==> config.mk <==
export PLATFORM = sky130hd
export DESIGN_NAME = pr_hrav_axil_master
export DESIGN_NICKNAME = d
export VERILOG_FILES = /design/src/rtl/pr_hrav_axil_pkg.sv /design/src/rtl/pr_hrav_timeout_cnt.sv /design/src/rtl/pr_hrav_axil_master.sv
export SDC_FILE = /design/constraint.sdc
export NUM_CORES = 1
export LEC_CHECK = 0
export CAP_MARGIN = 20
export CORE_AREA = 2 2 98 100
export DETAILED_ROUTE_END_ITERATION = 8
export DIE_AREA = 0 0 100 102
export DONT_BUFFER_PORTS = 1
export GPL_ROUTABILITY_DRIVEN = 0
export PLACE_DENSITY = 0.82
export SYNTH_ARGS = -nofsm -noshare
export SYNTH_HDL_FRONTEND = slang
export SYNTH_SLANG_ARGS = --single-unit
==> constraint.sdc <==
create_clock -name ACLK -period 4.6 [get_ports ACLK]
set_input_delay 0.92 -clock ACLK [delete_from_list [all_inputs] [get_ports ACLK]]
set_output_delay 0.92 -clock ACLK [all_outputs]
set_load 0.01 [all_outputs]
==> src/rtl/pr_hrav_axil_pkg.sv <==
// Shared AXI4-Lite response codes and master FSM encodings for the HR-AV initiator blocks.
package pr_hrav_axil_pkg;

  localparam logic [1:0] AXI_RESP_OK     = 2'b00;
  localparam logic [1:0] AXI_RESP_SLVERR = 2'b10;
  localparam logic [1:0] AXI_RESP_DECERR = 2'b11;

  localparam int TIMER_WIDTH = 16;

  typedef enum logic [2:0] {
    ST_IDLE    = 3'd0,
    ST_WR_REQ  = 3'd1,
    ST_WR_RESP = 3'd2,
    ST_RD_REQ  = 3'd3,
    ST_RD_DATA = 3'd4,
    ST_RESPOND = 3'd5
  } master_state_t;

  // States in which the per-transaction wait timer runs.
  function automatic logic is_bus_phase(input master_state_t s);
    return (s == ST_WR_REQ) || (s == ST_WR_RESP) || (s == ST_RD_REQ) || (s == ST_RD_DATA);
  endfunction

endpackage

==> src/rtl/pr_hrav_timeout_cnt.sv <==
// Saturating wait-cycle counter; expired flags the last permitted cycle (limit-1). limit=0 disables it.
module pr_hrav_timeout_cnt #(
  parameter int WIDTH = 16
) (
  input  logic             clk,
  input  logic             srst,
  input  logic             clear,
  input  logic             enable,
  input  logic [WIDTH-1:0] limit,
  output logic             expired
);

  logic [WIDTH-1:0] count_reg;

  always_ff @(posedge clk) begin
    if (srst || clear) begin
      count_reg <= '0;
    end else if (enable && (count_reg != '1)) begin
      count_reg <= count_reg + WIDTH'(1);
    end
  end

  assign expired = (limit != '0) && (count_reg == (limit - WIDTH'(1)));

endmodule

==> src/rtl/pr_hrav_axil_master.sv <==
// Single-beat AXI4-Lite master: one cmd in, one AXI read/write, one rsp out, with a wait timeout
// that abandons a transaction stuck on a slave region under partial reconfiguration.
module pr_hrav_axil_master
  import pr_hrav_axil_pkg::*;
#(
  parameter int DATA_WIDTH     = 32,
  parameter int ADDR_WIDTH     = 32,
  parameter int TIMEOUT_CYCLES = 1024
) (
  input  logic                    ACLK,
  input  logic                    ARESET,
  input  logic                    cmd_valid,
  output logic                    cmd_ready,
  input  logic                    cmd_rnw,
  input  logic [ADDR_WIDTH-1:0]   cmd_addr,
  input  logic [DATA_WIDTH-1:0]   cmd_wdata,
  input  logic [DATA_WIDTH/8-1:0] cmd_wstrb,
  output logic                    rsp_valid,
  input  logic                    rsp_ready,
  output logic [DATA_WIDTH-1:0]   rsp_rdata,
  output logic [1:0]              rsp_resp,
  output logic                    rsp_timeout,
  output logic [ADDR_WIDTH-1:0]   M_AWADDR,
  output logic                    M_AWVALID,
  input  logic                    M_AWREADY,
  output logic [DATA_WIDTH-1:0]   M_WDATA,
  output logic [DATA_WIDTH/8-1:0] M_WSTRB,
  output logic                    M_WVALID,
  input  logic                    M_WREADY,
  input  logic [1:0]              M_BRESP,
  input  logic                    M_BVALID,
  output logic                    M_BREADY,
  output logic [ADDR_WIDTH-1:0]   M_ARADDR,
  output logic                    M_ARVALID,
  input  logic                    M_ARREADY,
  input  logic [DATA_WIDTH-1:0]   M_RDATA,
  input  logic [1:0]              M_RRESP,
  input  logic                    M_RVALID,
  output logic                    M_RREADY
);

  localparam logic [TIMER_WIDTH-1:0] TIMEOUT_LIMIT = TIMER_WIDTH'(TIMEOUT_CYCLES);

  master_state_t state_reg;
  logic          aw_done_reg, w_done_reg;
  logic          aw_hs, w_hs, aw_done_next, w_done_next;
  logic          timer_active, timed_out, phase_done, abort;

  assign cmd_ready    = (state_reg == ST_IDLE);
  assign timer_active = is_bus_phase(state_reg);
  assign aw_hs        = M_AWVALID && M_AWREADY;
  assign w_hs         = M_WVALID && M_WREADY;
  assign aw_done_next = aw_done_reg || aw_hs;
  assign w_done_next  = w_done_reg || w_hs;

  // The handshake that lets the current state move on; it beats a coincident timeout.
  always_comb begin
    phase_done = 1'b0;
    unique case (state_reg)
      ST_WR_REQ:  phase_done = aw_done_next && w_done_next;
      ST_WR_RESP: phase_done = M_BVALID && M_BREADY;
      ST_RD_REQ:  phase_done = M_ARVALID && M_ARREADY;
      ST_RD_DATA: phase_done = M_RVALID && M_RREADY;
      default:    phase_done = 1'b0;
    endcase
  end

  assign abort = timer_active && timed_out && !phase_done;

  pr_hrav_timeout_cnt #(
    .WIDTH (TIMER_WIDTH)
  ) u_timeout_cnt (
    .clk     (ACLK),
    .srst    (ARESET),
    .clear   (cmd_valid && cmd_ready),
    .enable  (timer_active),
    .limit   (TIMEOUT_LIMIT),
    .expired (timed_out)
  );

  always_ff @(posedge ACLK) begin
    if (ARESET) begin
      state_reg   <= ST_IDLE;
      aw_done_reg <= 1'b0;
      w_done_reg  <= 1'b0;
      M_AWADDR    <= '0;
      M_AWVALID   <= 1'b0;
      M_WDATA     <= '0;
      M_WSTRB     <= '0;
      M_WVALID    <= 1'b0;
      M_BREADY    <= 1'b0;
      M_ARADDR    <= '0;
      M_ARVALID   <= 1'b0;
      M_RREADY    <= 1'b0;
      rsp_valid   <= 1'b0;
      rsp_rdata   <= '0;
      rsp_resp    <= AXI_RESP_OK;
      rsp_timeout <= 1'b0;
    end else begin
      unique case (state_reg)
        ST_IDLE: begin
          if (cmd_valid) begin
            if (cmd_rnw) begin
              M_ARADDR  <= cmd_addr;
              M_ARVALID <= 1'b1;
              state_reg <= ST_RD_REQ;
            end else begin
              M_AWADDR    <= cmd_addr;
              M_WDATA     <= cmd_wdata;
              M_WSTRB     <= cmd_wstrb;
              M_AWVALID   <= 1'b1;
              M_WVALID    <= 1'b1;
              aw_done_reg <= 1'b0;
              w_done_reg  <= 1'b0;
              state_reg   <= ST_WR_REQ;
            end
          end
        end
        ST_WR_REQ: begin
          // AW and W complete independently, in either order or together.
          aw_done_reg <= aw_done_next;
          w_done_reg  <= w_done_next;
          if (aw_hs) M_AWVALID <= 1'b0;
          if (w_hs)  M_WVALID  <= 1'b0;
          if (phase_done) begin
            M_BREADY  <= 1'b1;
            state_reg <= ST_WR_RESP;
          end
        end
        ST_WR_RESP: begin
          if (phase_done) begin
            M_BREADY    <= 1'b0;
            rsp_valid   <= 1'b1;
            rsp_rdata   <= '0;
            rsp_resp    <= M_BRESP;
            rsp_timeout <= 1'b0;
            state_reg   <= ST_RESPOND;
          end
        end
        ST_RD_REQ: begin
          if (phase_done) begin
            M_ARVALID <= 1'b0;
            M_RREADY  <= 1'b1;
            state_reg <= ST_RD_DATA;
          end
        end
        ST_RD_DATA: begin
          if (phase_done) begin
            M_RREADY    <= 1'b0;
            rsp_valid   <= 1'b1;
            rsp_rdata   <= M_RDATA;
            rsp_resp    <= M_RRESP;
            rsp_timeout <= 1'b0;
            state_reg   <= ST_RESPOND;
          end
        end
        ST_RESPOND: begin
          if (rsp_ready) begin
            rsp_valid <= 1'b0;
            state_reg <= ST_IDLE;
          end
        end
        default: state_reg <= ST_IDLE;
      endcase

      // Timeout recovery drops VALID/READY without a handshake; only safe for a region under PR.
      if (abort) begin
        M_AWVALID   <= 1'b0;
        M_WVALID    <= 1'b0;
        M_BREADY    <= 1'b0;
        M_ARVALID   <= 1'b0;
        M_RREADY    <= 1'b0;
        rsp_valid   <= 1'b1;
        rsp_rdata   <= '0;
        rsp_resp    <= AXI_RESP_OK;
        rsp_timeout <= 1'b1;
        state_reg   <= ST_RESPOND;
      end
    end
  end

endmodule
==> tab_implementation.tex <==
\begin{tabular}{lr}
\hline
Metric & Value \\
\hline
\multicolumn{2}{l}{\textbf{Clocking}} \\
Number of clock sinks seen by CTS & approximately 160 \\
Clock-pin transition on the worst setup and hold timing paths & 0.07 ns \\
Maximum level of the CTS H-tree & 4 \\
Buffer count from post-CTS setup fixing & 0 \\
Number of buffers added by the clock tree synthesis step & 17 \\
CTS tree & yes \\
Total of cells resized after clock tree synthesis & 0 \\
Cell at the root of the clock tree & clkbuf\_8 \\
Hold bufs inserted after CTS & 0 \\
Number of buffers on the longest clock path & 2 \\
Clock latency on the worst-skew pair & a little over 0.5 ns \\
\multicolumn{2}{l}{\textbf{STA}} \\
Setup repair after global routing missed its margin & false \\
Final setup skew & 0.0147 ns \\
Hold Worst Slack & 0.474 ns \\
Achievable frequency & slightly below 400 MHz \\
Number of pins exceeding their max-slew limit in the final report & 0 \\
Final critical-path required period & about 2.6 ns \\
Post-route fraction of the period consumed by the critical path & 0.559 \\
Transition time at the pin with the least slew margin & approximately 0.64 ns \\
Slew Limit Headroom & 0.573 \\
Setup Viol. Count Final & 0 \\
Setup TNS & 0 ns \\
Final-report hold violation count & 0 \\
\multicolumn{2}{l}{\textbf{Critical path}} \\
Critical path type & flip-flop to flip-flop \\
WP depth & 7 \\
Top cell by count, worst path & nand2\_1 \\
Crit path required time & just over 5 ns \\
CP max FO & 43 \\
Data arrival time of the critical path & about 3.0 ns \\
Cells along the critical path & or3\_4 > inv\_2 > nand2\_1 > nor2\_4 > buf\_4 > nand2\_1 > a21oi\_1 \\
Stage delay of the slowest cell on the critical path & 0.52 ns \\
Critical-path top delay cell & nor2\_4 \\
Bufs and invs on worst path & 2 \\
Element type at the critical path end & flip-flop \\
Nature of the critical path startpoint & flip-flop \\
Depth of the worst register-to-register path & 7 \\
Cell family with most CP delay & simple AND/OR/NAND/NOR gates \\
\multicolumn{2}{l}{\textbf{Logic synthesis}} \\
Sequential area share after synthesis & 0.543 \\
Synth area leaders & dfxtp\_1, nand2\_1, a21oi\_1 \\
Cell area after technology mapping & around 6000 um2 \\
Number of register bits inferred by synthesis & 162 \\
Number of warnings printed during yosys synthesis & 0 \\
Share of Yosys cell area claimed by the top area cell type & 0.543 \\
Cell type with the highest aggregate area in the netlist & dfxtp\_1 \\
Mean post-synth cell area & 8.14 um2 \\
Post-synth top cells & nand2\_1, dfxtp\_1, a21oi\_1 \\
Most used standard cell by instance count after synthesis & nand2\_1 \\
Number of unique standard cell types used by synthesis & between 40 and 50 \\
Synthesized instance count & between 700 and 800 \\
Most used flip-flop cell after synthesis & dfxtp\_1 \\
Net count of the mapped netlist & between 800 and 900 \\
Number of flops mapped to enable cells by yosys & 0 \\
Asr flop ratio synth & 0 \\
\multicolumn{2}{l}{\textbf{Power}} \\
Design internal power & between 2 and 2.5 mW \\
Pwr/cell area & about 470 nW/um2 \\
Leak & approximately 2.3 nW \\
Clk network pwr share & 0.455 \\
Switching share of power & 0.242 \\
Sequential Power Share & 0.493 \\
Switch Pwr & around 750 uW \\
Post-layout total power & a little over 3 mW \\
Proportion of power drawn by combinational gates & 0.051 \\
Worst IR drop on VDD & 0.243 mV \\
\multicolumn{2}{l}{\textbf{Global route}} \\
Wire length of the first global-routing pass & $\sim$22000 um \\
Antenna violations before repair & 0 \\
Aggregate global routing overflow & 0 \\
All-Layer GR Usage & 0.273 \\
Largest net degree at the start of global routing & around 110 \\
Number of global-route vias before repair & about 4700 \\
\multicolumn{2}{l}{\textbf{Routing}} \\
Drt first pass iters & 5 \\
Drt total wl & 14600 um \\
Number of nets with antenna violations after detailed routing & 0 \\
DR vias & between 5000 and 6000 \\
Detail-routed net length per standard cell & $\sim$18 um \\
Detail-routed via count per cell & approximately 6 \\
Number of DRC markers after the initial detailed-route iteration & roughly 300 \\
DRC & 0 \\
\multicolumn{2}{l}{\textbf{Floorplanning}} \\
Core area & 9110 um2 \\
Die W & 100 um \\
Initial standard-cell utilization of the core & 0.656 \\
I/O pin count & roughly 260 \\
DIE AREA & between 10000 and 15000 um2 \\
Num rows & 35 \\
Die boundary height & approximately 100 um \\
\multicolumn{2}{l}{\textbf{Min path}} \\
Type of the most critical hold path & input port to flip-flop \\
Number of instances on the worst hold path & 1 \\
\multicolumn{2}{l}{\textbf{Layout}} \\
Number of antenna cells inserted & 0 \\
Proportion of layout cells with a drive suffix above 1 & 0.0666 \\
Final std cell area, no fill & 6550 um2 \\
Filler Cell Count & roughly 710 \\
Synth-to-layout area growth & 9.70\% \\
Final layout net count & 825 \\
\multicolumn{2}{l}{\textbf{Placed design}} \\
Count of buffers inserted at the top-level ports & 0 \\
Cell Area, Placed & 5940 um2 \\
Dpl hpwl & 10100 um \\
\multicolumn{2}{l}{\textbf{Status}} \\
Outcome & finished, final reports clean \\
\multicolumn{2}{l}{\textbf{Flow run}} \\
Max capacitance violation total & 0 \\
\hline
\end{tabular}
[worst reg2reg max path, stage by stage (launching register included)]
cell and delay, ns:
dfxtp_1 0.45, or3_4 0.42, inv_2 0.14, nand2_1 0.14
nor2_4 0.52, buf_4 0.51, nand2_1 0.13, a21oi_1 0.18
[per-stage QoR]
step | std cells | worst slack, ns | utilization
floorplan | 734 | 2.51 | -
global placement | 800 | 2.13 | 0.652
detailed placement | 800 | 2.05 | 0.652
CTS | 830 | 2.07 | 0.717
global route | 832 | 1.87 | 0.719
finish | 832 | 2.03 | 0.719
[cells by family (layout without fill, tap and decap cells)]
group                      count (synthesis)  after routing  synth area share
AOI/OAI and AO/OA                        169            169             0.163
xor gates and xnor gates                   8              8            0.0117
adders and majority gates                  1              1           0.00209
buffers and inverters                     55             42            0.0404
DFF                                      162            162             0.543
muxes                                      3              3           0.00503
and+or+nand+nor                          336            336             0.235
[metal layers]
| layer | up-vias | part of all wire | wire [um] | track usage |
|---|---|---|---|---|
| met4 | 0 | 0.019 | 278 | 0.114 |
| li1 | 2416 | - | - | - |
| met5 | - | 0 | 0 | 0 |
| met1 | 2311 | 0.39 | 5620 | 0.320 |
| met2 | 257 | 0.49 | 7210 | 0.456 |
| met3 | 27 | 0.10 | 1490 | 0.0999 |
[layout by cell type, fill, tap and decap left out, drive strengths merged, types with 2 or more instances in the layout]
| cell | count |
|---|---|
| a211oi | 4 |
| a21oi | 115 |
| a22oi | 32 |
| a31o | 2 |
| a32oi | 2 |
| and3 | 4 |
| buf | 7 |
| bufinv | 3 |
| clkbuf | 18 |
| clkinvlp | 4 |
| dfxtp | 162 |
| inv | 10 |
| mux2i | 3 |
| nand2 | 219 |
| nand2b | 3 |
| nand3 | 8 |
| nand4 | 8 |
| nor2 | 68 |
| nor3 | 8 |
| nor3b | 3 |
| nor4 | 3 |
| nor4b | 2 |
| o21ai | 8 |
| or3 | 3 |
| xnor2 | 8 |
[layout make-up]
type,count,area (um2),area share
Sequential cell,162,3240,0.495
Multi-Input combinational cell,517,2500,0.382
Clock buffer,17,414,0.0632
Clock inverter,13,175,0.0267
Tap cell,111,139,0.0212
Timing Repair Buffer,8,65.1,0.00993
Inverter,4,15.0,0.00229
[power by group through the flow]
stage | clock (mW) | combinational (mW) | sequential [mW]
after global placement | 0 | 0.147 | 1.56
after global routing | 1.49 | 0.178 | 1.53
after CTS | 1.42 | 0.157 | 1.53
after floorplan | 0 | 0.146 | 1.54
after detailed placement | 0 | 0.156 | 1.56
final | 1.41 | 0.158 | 1.53
[worst paths after layout]
path                                    to                      start  slack [ns]
setup / recovery  M_WDATA[18]$_SDFFE_PP0P_  state_reg[0]$_SDFFE_PP0P_        2.03
setup reg to reg  M_WDATA[18]$_SDFFE_PP0P_  state_reg[0]$_SDFFE_PP0P_        2.03
hold / removal     M_WDATA[8]$_SDFFE_PP0P_                     ARESET        0.47
hold reg to reg   aw_done_reg$_SDFFE_PP0P_   aw_done_reg$_SDFFE_PP0P_        0.49
Note: power is estimated with default switching activity, not from simulation.
